`src/rtl/mastermind_pkg.sv`:
```
// Shared Mastermind types, geometry constants and colour helpers.
// Latency: none (declarations and pure functions only).
// Backpressure: n/a.
package mastermind_pkg;

  localparam int ROWS  = 6;
  localparam int COLS  = 4;
  localparam int ROW_W = 12;
  localparam int FB_W  = 6;

  typedef enum logic [2:0] {
    S_INIT,
    S_INPUT,
    S_CHECK,
    S_DONEC,
    S_DONEF
  } state_e;

  typedef enum logic [2:0] {
    EMPTY   = 3'd0,
    BLUE    = 3'd1,
    GREEN   = 3'd2,
    RED     = 3'd3,
    YELLOW  = 3'd4,
    CYAN    = 3'd5,
    MAGENTA = 3'd6
  } color_e;

  localparam logic [2:0] COLOR_FIRST = 3'd1;
  localparam logic [2:0] COLOR_LAST  = 3'd6;

  // Colour code to 12-bit RGB (4 bits per channel); shared with the renderer.
  function automatic logic [11:0] color_rgb(input logic [2:0] c);
    case (c)
      3'd1:    color_rgb = 12'h00F;
      3'd2:    color_rgb = 12'h0F0;
      3'd3:    color_rgb = 12'hF00;
      3'd4:    color_rgb = 12'hFF0;
      3'd5:    color_rgb = 12'h0FF;
      3'd6:    color_rgb = 12'hF0F;
      default: color_rgb = 12'h000;
    endcase
  endfunction

  // Number of pegs in a packed row that carry the given colour (0..4).
  function automatic logic [2:0] digit_count(input logic [11:0] row,
                                             input logic [2:0]  color);
    digit_count = 3'd0;
    for (int c = 0; c < 4; c++) begin
      if (row[c*3 +: 3] == color) digit_count = digit_count + 3'd1;
    end
  endfunction

  function automatic logic [2:0] min3(input logic [2:0] a, input logic [2:0] b);
    min3 = (a < b) ? a : b;
  endfunction

endpackage

```
`src/rtl/mastermind_score.sv`:
```
// Seven-step guess scorer: exact matches, then per-colour min-count accumulation.
// Latency: done is high in the 7th cycle after the start edge (steps 0..6).
// Backpressure: none; guess and secret must stay stable while busy.
//
// Ports: clk, reset (sync, active-high), start (pulse), guess/secret (12-bit
// packed rows), done (one cycle), exact/partial (valid while done is high).
module mastermind_score
  import mastermind_pkg::*;
(
  input  logic        clk,
  input  logic        reset,
  input  logic        start,
  input  logic [11:0] guess,
  input  logic [11:0] secret,
  output logic        done,
  output logic [2:0]  exact,
  output logic [2:0]  partial
);

  logic       busy_q;
  logic [2:0] step_q;
  logic [2:0] exact_q;
  logic [2:0] sum_q;
  logic [2:0] exact_now;
  logic [2:0] sum_next;

  always_comb begin
    exact_now = 3'd0;
    for (int c = 0; c < 4; c++) begin
      if (guess[c*3 +: 3] == secret[c*3 +: 3]) exact_now = exact_now + 3'd1;
    end
    // Step k (1..6) scores colour k; the step-0 value of this term is never used.
    sum_next = sum_q + min3(digit_count(guess, step_q), digit_count(secret, step_q));
  end

  always_ff @(posedge clk) begin
    if (reset) begin
      busy_q  <= 1'b0;
      step_q  <= 3'd0;
      exact_q <= 3'd0;
      sum_q   <= 3'd0;
    end else if (start) begin
      busy_q <= 1'b1;
      step_q <= 3'd0;
      sum_q  <= 3'd0;
    end else if (busy_q) begin
      if (step_q == 3'd0) exact_q <= exact_now;
      else                sum_q   <= sum_next;
      if (step_q == 3'd6) begin
        busy_q <= 1'b0;
        step_q <= 3'd0;
      end else begin
        step_q <= step_q + 3'd1;
      end
    end
  end

  // The final colour term is folded in combinationally so the result is
  // available during step 6 itself.
  assign done    = busy_q && (step_q == 3'd6);
  assign exact   = exact_q;
  assign partial = sum_next - exact_q;

endmodule

```
`src/rtl/mastermind_ctrl.sv`:
```
// Mastermind game controller: button FSM, guess matrix, feedback and secret.
// Latency: every effect registered one cycle after its pulse; scoring 1+7 cycles.
// Backpressure: none; pulses in CHECK (and non-C pulses in INIT/DONE) are dropped.
//
// Ports: clk, reset (sync, active-high), btnC/btnL/btnU/btnD (1-cycle pulses),
// secret_in (absent with MASTERMIND_LFSR_SECRET_EN), matrix_flat, feedback_flat,
// guess_num, cursor_index, current_color, one-hot q_Init/q_Input/q_Check/q_DoneC/q_DoneF.
// Build option: define MASTERMIND_LFSR_SECRET_EN to draw the secret from an internal LFSR.
module mastermind_ctrl #(
  parameter int ROWS = 6,
  parameter int COLS = 4
) (
  input  logic                 clk,
  input  logic                 reset,
  input  logic                 btnC,
  input  logic                 btnL,
  input  logic                 btnU,
  input  logic                 btnD,
`ifndef MASTERMIND_LFSR_SECRET_EN
  input  logic [11:0]          secret_in,
`endif
  output logic [ROWS*12-1:0]   matrix_flat,
  output logic [ROWS*6-1:0]    feedback_flat,
  output logic [2:0]           guess_num,
  output logic [1:0]           cursor_index,
  output logic [2:0]           current_color,
  output logic                 q_Init,
  output logic                 q_Input,
  output logic                 q_Check,
  output logic                 q_DoneC,
  output logic                 q_DoneF
);

  import mastermind_pkg::*;

  localparam logic [1:0] LAST_COL = 2'(COLS - 1);
  localparam logic [2:0] LAST_ROW = 3'(ROWS - 1);

  state_e                 state_q, state_d;
  logic [ROWS*12-1:0]     matrix_d;
  logic [ROWS*6-1:0]      feedback_d;
  logic [2:0]             guess_d;
  logic [1:0]             cursor_d;
  logic [2:0]             color_d;
  logic [11:0]            secret_q, secret_d, new_secret;
  logic [11:0]            guess_row;
  logic                   score_start;
  logic                   score_done;
  logic [2:0]             score_exact;
  logic [2:0]             score_partial;
  int                     slot;

`ifdef MASTERMIND_LFSR_SECRET_EN
  logic [15:0] lfsr_q;

  // Fibonacci LFSR, taps 16,14,13,11; free-running so the secret depends on
  // how long the player waits before starting.
  always_ff @(posedge clk) begin
    if (reset) lfsr_q <= 16'hACE1;
    else       lfsr_q <= {lfsr_q[14:0], lfsr_q[15] ^ lfsr_q[13] ^ lfsr_q[12] ^ lfsr_q[10]};
  end

  always_comb begin
    new_secret = 12'd0;
    for (int c = 0; c < 4; c++) begin
      new_secret[c*3 +: 3] = 3'(lfsr_q[c*4 +: 4] % 4'd6) + 3'd1;
    end
  end
`else
  // Digits outside 1..6 would never be matchable, so they are forced to 1.
  always_comb begin
    new_secret = 12'd0;
    for (int c = 0; c < 4; c++) begin
      if (secret_in[c*3 +: 3] == 3'd0 || secret_in[c*3 +: 3] == 3'd7)
        new_secret[c*3 +: 3] = 3'd1;
      else
        new_secret[c*3 +: 3] = secret_in[c*3 +: 3];
    end
  end
`endif

  assign guess_row = matrix_flat[int'(guess_num)*ROW_W +: ROW_W];

  mastermind_score u_score (
    .clk     (clk),
    .reset   (reset),
    .start   (score_start),
    .guess   (guess_row),
    .secret  (secret_q),
    .done    (score_done),
    .exact   (score_exact),
    .partial (score_partial)
  );

  always_comb begin
    state_d     = state_q;
    matrix_d    = matrix_flat;
    feedback_d  = feedback_flat;
    guess_d     = guess_num;
    cursor_d    = cursor_index;
    color_d     = current_color;
    secret_d    = secret_q;
    score_start = 1'b0;
    slot        = int'(guess_num) * ROW_W + int'(cursor_index) * 3;

    case (state_q)
      S_INIT: begin
        if (btnC) begin
          secret_d   = new_secret;
          matrix_d   = '0;
          feedback_d = '0;
          guess_d    = 3'd0;
          cursor_d   = 2'd0;
          color_d    = COLOR_FIRST;
          state_d    = S_INPUT;
        end
      end
      S_INPUT: begin
        if (btnC) begin
          matrix_d[slot +: 3] = current_color;
          if (cursor_index == LAST_COL) begin
            // Scorer samples the row from the next cycle, after this write lands.
            score_start = 1'b1;
            state_d     = S_CHECK;
          end else begin
            cursor_d = cursor_index + 2'd1;
          end
        end else if (btnL) begin
          if (cursor_index != 2'd0) begin
            cursor_d                = cursor_index - 2'd1;
            matrix_d[slot - 3 +: 3] = EMPTY;
          end
        end else if (btnU) begin
          color_d = (current_color == COLOR_LAST) ? COLOR_FIRST : current_color + 3'd1;
        end else if (btnD) begin
          color_d = (current_color == COLOR_FIRST) ? COLOR_LAST : current_color - 3'd1;
        end
      end
      S_CHECK: begin
        if (score_done) begin
          feedback_d[int'(guess_num)*FB_W +: FB_W] = {score_partial, score_exact};
          if (score_exact == 3'd4) begin
            state_d = S_DONEC;
          end else if (guess_num == LAST_ROW) begin
            state_d = S_DONEF;
          end else begin
            guess_d  = guess_num + 3'd1;
            cursor_d = 2'd0;
            state_d  = S_INPUT;
          end
        end
      end
      S_DONEC, S_DONEF: begin
        if (btnC) state_d = S_INIT;
      end
      default: state_d = S_INIT;
    endcase
  end

  always_ff @(posedge clk) begin
    if (reset) begin
      state_q       <= S_INIT;
      matrix_flat   <= '0;
      feedback_flat <= '0;
      guess_num     <= 3'd0;
      cursor_index  <= 2'd0;
      current_color <= COLOR_FIRST;
      secret_q      <= 12'd0;
      q_Init        <= 1'b1;
      q_Input       <= 1'b0;
      q_Check       <= 1'b0;
      q_DoneC       <= 1'b0;
      q_DoneF       <= 1'b0;
    end else begin
      state_q       <= state_d;
      matrix_flat   <= matrix_d;
      feedback_flat <= feedback_d;
      guess_num     <= guess_d;
      cursor_index  <= cursor_d;
      current_color <= color_d;
      secret_q      <= secret_d;
      // Flags are registered from the next state so they never lag state_q.
      q_Init        <= (state_d == S_INIT);
      q_Input       <= (state_d == S_INPUT);
      q_Check       <= (state_d == S_CHECK);
      q_DoneC       <= (state_d == S_DONEC);
      q_DoneF       <= (state_d == S_DONEF);
    end
  end

endmodule

```
`config.mk`:
```
export PLATFORM = sky130hd
export DESIGN_NAME = mastermind_ctrl
export DESIGN_NICKNAME = d
export VERILOG_FILES = /design/src/rtl/mastermind_pkg.sv /design/src/rtl/mastermind_score.sv /design/src/rtl/mastermind_ctrl.sv
export SDC_FILE = /design/constraint.sdc
export NUM_CORES = 1
export LEC_CHECK = 0
export CORE_MARGIN = 2
export CORE_UTILIZATION = 30
export CTS_CLUSTER_DIAMETER = 100
export CTS_CLUSTER_SIZE = 10
export DETAILED_ROUTE_END_ITERATION = 7
export PLACE_DENSITY_LB_ADDON = 0.25
export SETUP_SLACK_MARGIN = 0.15
export SYNTH_ARGS = -nofsm -noshare
export SYNTH_HDL_FRONTEND = slang
export SYNTH_SLANG_ARGS = --single-unit
```
`constraint.sdc`:
```
create_clock -name clk -period 19.56 [get_ports clk]
set_input_delay 4.89 -clock clk [delete_from_list [all_inputs] [get_ports clk]]
set_output_delay 4.89 -clock clk [all_outputs]
set_load 0.03 [all_outputs]
```
# Yosys cells after proc, flatten, opt, wreduce, memory -nomap -nowiden
# Index checks and enable logic that the tools add are counted.
[op_classes]
n_shift = 7
order_cmp = 1
n_reduce_logical = 26
n_eq_ne = 40
n_mul = 3
n_addsub = 22
n_bitwise = 2
muxes = 65
[ops]
columns = ["operator", "count"]
rows = [
  ["72-bit 2-to-1 mux", 4],
  ["72-bit bitwise mux", 2],
  ["72-bit case mux with 2 select lines", 1],
  ["3-bit by 33-bit variable shift with 72-bit output, first input constant", 2],
  ["3-bit 2-to-1 mux", 33],
  ["36-bit 2-to-1 mux", 2],
  ["36-bit case mux with 2 select lines", 1],
  ["3-bit by 33-bit indexed part select with 72-bit output", 1],
  ["3-bit by 33-bit indexed part select with 72-bit output, first input constant", 1],
  ["72-bit by 32-bit indexed part select with 12-bit output", 1],
  ["36-bit bitwise mux", 1],
  ["3-bit == test", 12],
  ["6-bit by 33-bit variable shift with 36-bit output, first input constant", 1],
  ["6-bit by 33-bit indexed part select with 36-bit output", 1],
  ["6-bit negation with 33-bit output", 1],
  ["8-bit negation with 33-bit output", 1],
  ["9-bit negation with 33-bit output", 1],
  ["3-bit == test, second input constant", 10],
  ["3-bit by 1-bit adder with 3-bit output, second input constant", 9],
  ["3-bit zero test", 7],
  ["2-bit 2-to-1 mux", 8],
  ["3-bit by 2-bit == test with 1-bit output, second input constant", 4],
  ["2-bit inequality test, second input constant", 6],
  ["3-bit inequality test, second input constant", 4],
  ["other kinds (28)", 52],
]
[word_totals]
register_bits = 146
inputBits = 18

# Depth between registers and ports, before layout
[depth]
depth_word = 18
depth_mapped = 32
ltp_nobuf = 29

# By module
# A second synthesis with hierarchy kept.
[unflattened]
hier_cells = 1683
area_unflattened_um2 = 12258.0
[by_module_without_submodules]
columns = ["module", "cells_per_inst", "n_inst", "area_per_inst_um2", "seq_area_each_um2"]
rows = [
  ["mastermind_ctrl", 1508, 1, 10860.4, 2722.6],
  ["mastermind_score", 175, 1, 1397.6, 200.2],
]

# Least setup slack after synthesis
# Ideal clock, no wire load.
[synth_path]
path_kind = "reg2reg"
startpoint = "register guess_num[0]"
endpoint = "register feedback_flat[27]"
arrival_ps = 7003
path_slack_ps = 12487
setup_time_ps = 70
path_buffers = 4
path_stages_with_launch = 30
cell_sequence = "dfxtp_1 > buf_2 > buf_2 > buf_2 > buf_2 > mux2_2 > a22oi_1 > xnor2_1 > or3_1 > inv_1 > ha_1 > xor2_1 > ha_1 > mux2_2 > ha_1 > nor3_1 > a221oi_2 > mux2i_1 > ha_1 > inv_1 > fa_1 > fa_1 > xnor3_1 > xor2_1 > mux2_2 > nand3_1 > o21ai_0 > a21oi_1 > or2_2 > a21oi_1"
[synth_between]
elab_chain_len = 18
elab_cells_between_ends = 24
classes_between = "6 x add/sub; 2 x mul; 1 x order compare; 4 x eq/ne; 3 x shift; 8 x mux"
[synth_lines]
columns = ["element", "line_no", "rtl"]
rows = [
  ["from (decl)", "mastermind_ctrl.sv:24", "output logic [2:0] guess_num,"],
  ["from (signal assigned)", "mastermind_ctrl.sv:178", "guess_num <= guess_d;"],
  ["3-bit by 2-bit multiplier with 5-bit output", "mastermind_ctrl.sv:82, mastermind_ctrl.sv:141", ""],
  ["72-bit by 32-bit indexed part select with 12-bit output", "mastermind_ctrl.sv:82", "assign guess_row = matrix_flat[int'(guess_num)*ROW_W +: ROW_W];"],
  ["3-bit == test", "mastermind_pkg.sv:50", "if (row[c*3 +: 3] == color) digit_count = digit_count + 3'd1;"],
  ["1-bit 2-to-1 mux", "mastermind_pkg.sv:50", ""],
  ["1-bit by 1-bit adder with 2-bit output", "mastermind_pkg.sv:50", ""],
  ["3-bit 2-to-1 mux", "mastermind_pkg.sv:50", ""],
  ["3-bit by 1-bit adder with 3-bit output", "mastermind_pkg.sv:50", ""],
  ["3-bit 2-to-1 mux", "mastermind_pkg.sv:50", ""],
  ["[... 2 more ...]", "-", ""],
  ["3-bit < comparator", "mastermind_pkg.sv:55", "min3 = (a < b) ? a : b;"],
  ["3-bit 2-to-1 mux", "mastermind_pkg.sv:55", ""],
  ["3-bit adder", "mastermind_score.sv:33", "sum_next = sum_q + min3(digit_count(guess, step_q), digit_count(secret, step_q));"],
  ["3-bit subtractor", "mastermind_score.sv:62", "assign partial = sum_next - exact_q;"],
  ["6-bit by 33-bit indexed part select with 36-bit output", "mastermind_ctrl.sv:141", "feedback_d[int'(guess_num)*FB_W +: FB_W] = {score_partial, score_exact};"],
  ["36-bit bitwise mux (*)", "mastermind_ctrl.sv:141", ""],
  ["36-bit 2-to-1 mux (*)", "mastermind_ctrl.sv:140", "if (score_done) begin"],
  ["36-bit case mux with 2 select lines (*)", "mastermind_ctrl.sv:106", "case (state_q)"],
  ["to (signal assigned)", "mastermind_ctrl.sv:177", "feedback_flat <= feedback_d;"],
  ["to (decl)", "mastermind_ctrl.sv:23", "output logic [ROWS*6-1:0] feedback_flat,"],
]
# Mark *: on every way between the ends. The rest lies on a longest branch, timed or not. The select of a mux whose other input is x is not followed.
# A chain may end at the register's enable or synchronous reset.

# Worst setup path in the final report
[layout_path]
startpoint = "register guess_num[0]"
endpoint = "register matrix_flat[3]"
[layout_between]
elab_chain_len = 10
elab_cells_between_ends = 15
classes_between = "4 x add/sub; 1 x mul; 4 x shift; 6 x mux"
[layout_lines]
columns = ["element", "line_no", "rtl"]
rows = [
  ["3-bit by 2-bit multiplier with 5-bit output (*)", "mastermind_ctrl.sv:104", "slot = int'(guess_num) * ROW_W + int'(cursor_index) * 3;"],
  ["7-bit by 4-bit adder with 8-bit output (*)", "mastermind_ctrl.sv:104", ""],
  ["8-bit by 2-bit subtractor with 9-bit output", "mastermind_ctrl.sv:131", "matrix_d[slot - 3 +: 3] = EMPTY;"],
  ["9-bit negation with 33-bit output", "mastermind_ctrl.sv:131", ""],
  ["3-bit by 33-bit indexed part select with 72-bit output / 3-bit by 33-bit variable shift with 72-bit output (equally long branches)", "mastermind_ctrl.sv:131", ""],
  ["72-bit bitwise mux", "mastermind_ctrl.sv:131", ""],
  ["72-bit 2-to-1 mux", "mastermind_ctrl.sv:129", "if (cursor_index != 2'd0) begin"],
  ["72-bit 2-to-1 mux", "mastermind_ctrl.sv:128", "end else if (btnL) begin"],
  ["72-bit 2-to-1 mux (*)", "mastermind_ctrl.sv:119", "if (btnC) begin"],
  ["72-bit case mux with 2 select lines (*)", "mastermind_ctrl.sv:106", ""],
  ["to (signal assigned)", "mastermind_ctrl.sv:176", "matrix_flat <= matrix_d;"],
  ["to (decl)", "mastermind_ctrl.sv:22", "output logic [ROWS*12-1:0] matrix_flat,"],
]
# Marks and branches as above.

==> metrics.md <==
| Metric | Value |
|---|---|
| Cell variety after synth | 104 |
| Post-synth ARST share | 0 |
| Cell taking the most area after synthesis | dfxtp_1 |
| CTS HTree Levels | 4 |
| Tmin final | 7.99 ns |
| Placement Setup Slack | 11.30 ns |
| Ant. Diodes | 0 |
| Mean Syn Cell Area | 7.47 µm² |
| GRT Resource Usage Total | 0.259 |
| WL met1 | 24200 µm |
| CTS tree | yes |
| Full die area | 0.0432 mm² |
| RSZ-0062 raised after global routing | false |
| Status | finished clean |
| Max Root-Sink Buffers | 2 |
| Gr ovfl total | 0 |
| Mapped Area | 0.0125 mm² |
| Setup Buffers After CTS | 0 |
| Nets | 1804 |
| # DRC | 0 |
| Crit-path max cell delay | 1.24 ns |
| Initial core utilization | 0.305 |
| Critical path endpoint category | register |
| CTS sink cnt | 146 |
| Max Used Layer | met5 |
| Via density | 6.14 |
| Seq cells post-synth | 146 |
| CP max-delay cell | fa_1 |
| Actual slew at the worst max-slew pin | 1.20 ns |
| Ys Warns | 0 |
| Area of the multi-input gates | 0.00887 mm² |
| Std cell rows | 74 |
| Area grow syn2layout | 19.2% |
| Clk slew on worst S/H paths | 0.07 ns |
| GPL Wtd Cong | 0.998 |
| Iter 0 DRT Violations | 1423 |
| PD cells | 57.0 mW/mm² |
| Initial antenna violation count | 4 |
| Critical path, cell by cell | buf_4 > inv_1 > ha_1 > inv_1 > fa_1 > nor2b_1 > and2_4 > nand2b_1 > o311a_1 > nor2_1 > nand3_1 > ha_1 > nor4b_1 > nand2_1 > a21oi_1 > and2_1 > nand2_1 > or3_1 > or3_1 > a31oi_1 > o21ai_0 |
| Setup CP Type | register to register |
| Register area share after synthesis | 0.234 |
| Fin crit share | 0.409 |
| I/O pin cnt | 139 |
| Area contributors post-synth | dfxtp_1 (23%), a21oi_1 (5.7%), nand2_1 (5.5%) |
| Count leader, synth | nand2_1 |
| Slew Limit Headroom | 0.200 |
| Most used flip-flop cell after synthesis | dfxtp_1 |
| Peak Freq | 125 MHz |
| Finished Core Util | 0.363 |
| Port bufs | 138 |
| Clk_skew | 0.0181 ns |
| Post-Route WL | 57200 µm |
| Vias | 14031 |
| Layout fillers | 4340 |
| Required time of the critical path | 19.88 ns |
| Startpoint Class | register |
| Number of global-route vias before repair | 13343 |
| Die Y | 208 µm |
| Share of the synthesized area in the top cell type | 0.234 |
| Synth top cells by count | nand2_1 (182), dfxtp_1 (146), nor2_1 (146) |
| Syn_nets | 1733 |
| CTS Hold Buffers Added | 0 |
| Maximum number of pins on one net before global-route repair | 82 |
| Critical Path Fanout Max | 25 |
| Finished Layout Cells | 2285 |
| DR WL met2 | 25500 µm |
| Max Cap Violations | 0 |
| DR WL/cell | 25.0 µm |
| Post-DP HPWL | 42200 µm |
| Seq. cell area | 0.00292 mm² |
| Setup TNS | 0 ns |
| Latest clock arrival within the worst-skew pair | 0.46 ns |
| Syn Inst Count | 1669 |
| Core area | 0.0409 mm² |
| Fin worst setup slack | 11.57 ns |
| Die X | 208 µm |
| Layout cells sized above 1 | 0.0918 |
| TritonCTS Buffers | 17 |
| CTS root buf | clkbuf_16 |
| PostCTS Resize Cnt | 0 |
| Final Hold Viols | 0 |
| Placed Area | 0.0143 mm² |
| Post-synth EDFFs | 0 |
| Antenna-violating nets left | 0 |
| 1st-pass router iterations | 7 |
| CP arrival | 8.31 ns |
| Final cell area excluding filler cells | 0.0149 mm² |
| Max-slew violation count | 0 |
| Met3 routed WL | 5020 µm |
| Peak VDD IR | 0.0000537 V |
| Leakage | 5.00 nW |
| Placed Cells | 2253 |
| Hold Crit Class | register to register |
| First-pass GRT wire length | 86300 µm |
| # setup viols final | 0 |
==> final timing paths <==
kind / startpoint / to / slack (ns) / depth (start not counted)
worst max-delay path: guess_num[0]$_SDFFE_PP0P_ / matrix_flat[3]$_SDFFE_PP0P_ / 11.57 / 21
worst min-delay path: feedback_flat[0]$_SDFFE_PP0P_ / feedback_flat[0]$_SDFFE_PP0P_ / 0.46 / 2
worst max register to register: guess_num[0]$_SDFFE_PP0P_ / matrix_flat[3]$_SDFFE_PP0P_ / 11.57 / 21
worst min register to register: feedback_flat[0]$_SDFFE_PP0P_ / feedback_flat[0]$_SDFFE_PP0P_ / 0.46 / 2
==> power breakdown <==
part / internal (W) / switching (W)
combinational: 0.0000638 / 0.000142
clock: 0.000194 / 0.000144
sequential: 0.000300 / 0.00000328
==> metal layers <==
metal  global-route usage  up-vias
li1                     -     6342
met1                0.350     6738
met3               0.0514      174
met4                0.107        8
met5                    0        -
met2                0.402      769
==> cell type report <==
type                       instances  share of cell area
sequential                       146               0.197
clock inverter                    12             0.00884
clock buffer                      20              0.0307
tap                              532              0.0448
timing repair buffer             170               0.109
multi-input combinational       1355               0.597
inverter                          50              0.0126
==> cell families (layout without fill, tap and decap cells) <==
group / count (synthesis) / in the layout / synth area share
mux: 53 / 53 / 0.0567
fa+ha+maj: 46 / 46 / 0.0480
flops: 146 / 146 / 0.234
buf+inv: 168 / 252 / 0.0565
simple gates: 697 / 697 / 0.280
compound gates: 477 / 477 / 0.254
xor+xnor: 82 / 82 / 0.0697
==> state kept, by name, indices dropped and copies added (netlist names), 2 cells and up <==
| signal | count |
|---|---|
| u_score.step_q | 3 |
| matrix_flat | 72 |
| u_score.exact | 3 |
| u_score.sum_q | 3 |
| feedback_flat | 36 |
| secret_q | 12 |
| state_q | 3 |
| current_color | 3 |
| guess_num | 3 |
| cursor_index | 2 |
==> worst max-delay path: cells and delay by family (launching register included) <==
kind | cells | cell delay (ns)
flops | 1 | 0.33
compound gates | 4 | 1.25
fa+ha+maj | 3 | 2.52
simple gates | 11 | 2.79
buf+inv | 3 | 0.93
==> per-stage QoR <==
step | power (W) | hold slack, ns
final | 0.000847 | 0.460
after global routing | 0.000876 | 0.486
after CTS | 0.000845 | 0.460
after detailed placement | 0.000511 | 0.450
after global placement | 0.000508 | 0.452
after floorplan | 0.000443 | 0.455
==> cells in the final DEF (no fill, tap or decap), types with 12 or more instances in the layout <==
cell type        instances
nand2_1                182
nor2_1                 145
dfxtp_1                145
a21oi_1                143
clkdlybuf4s50_1        137
nand3_1                102
nor3_1                  76
o21ai_0                 62
a31oi_1                 55
xnor2_1                 54
o211ai_1                52
inv_1                   47
ha_1                    43
buf_4                   33
nand4_1                 25
o31ai_1                 23
nor4_1                  22
nand2b_1                22
mux2_2                  21
a22oi_1                 21
mux2i_1                 20
xor2_1                  17
a211oi_1                17
clkbuf_16               17
and2_1                  13
and3_1                  13
mux4_2                  12
or3_1                   12
No activity file was read; power rests on OpenSTA's default activity.
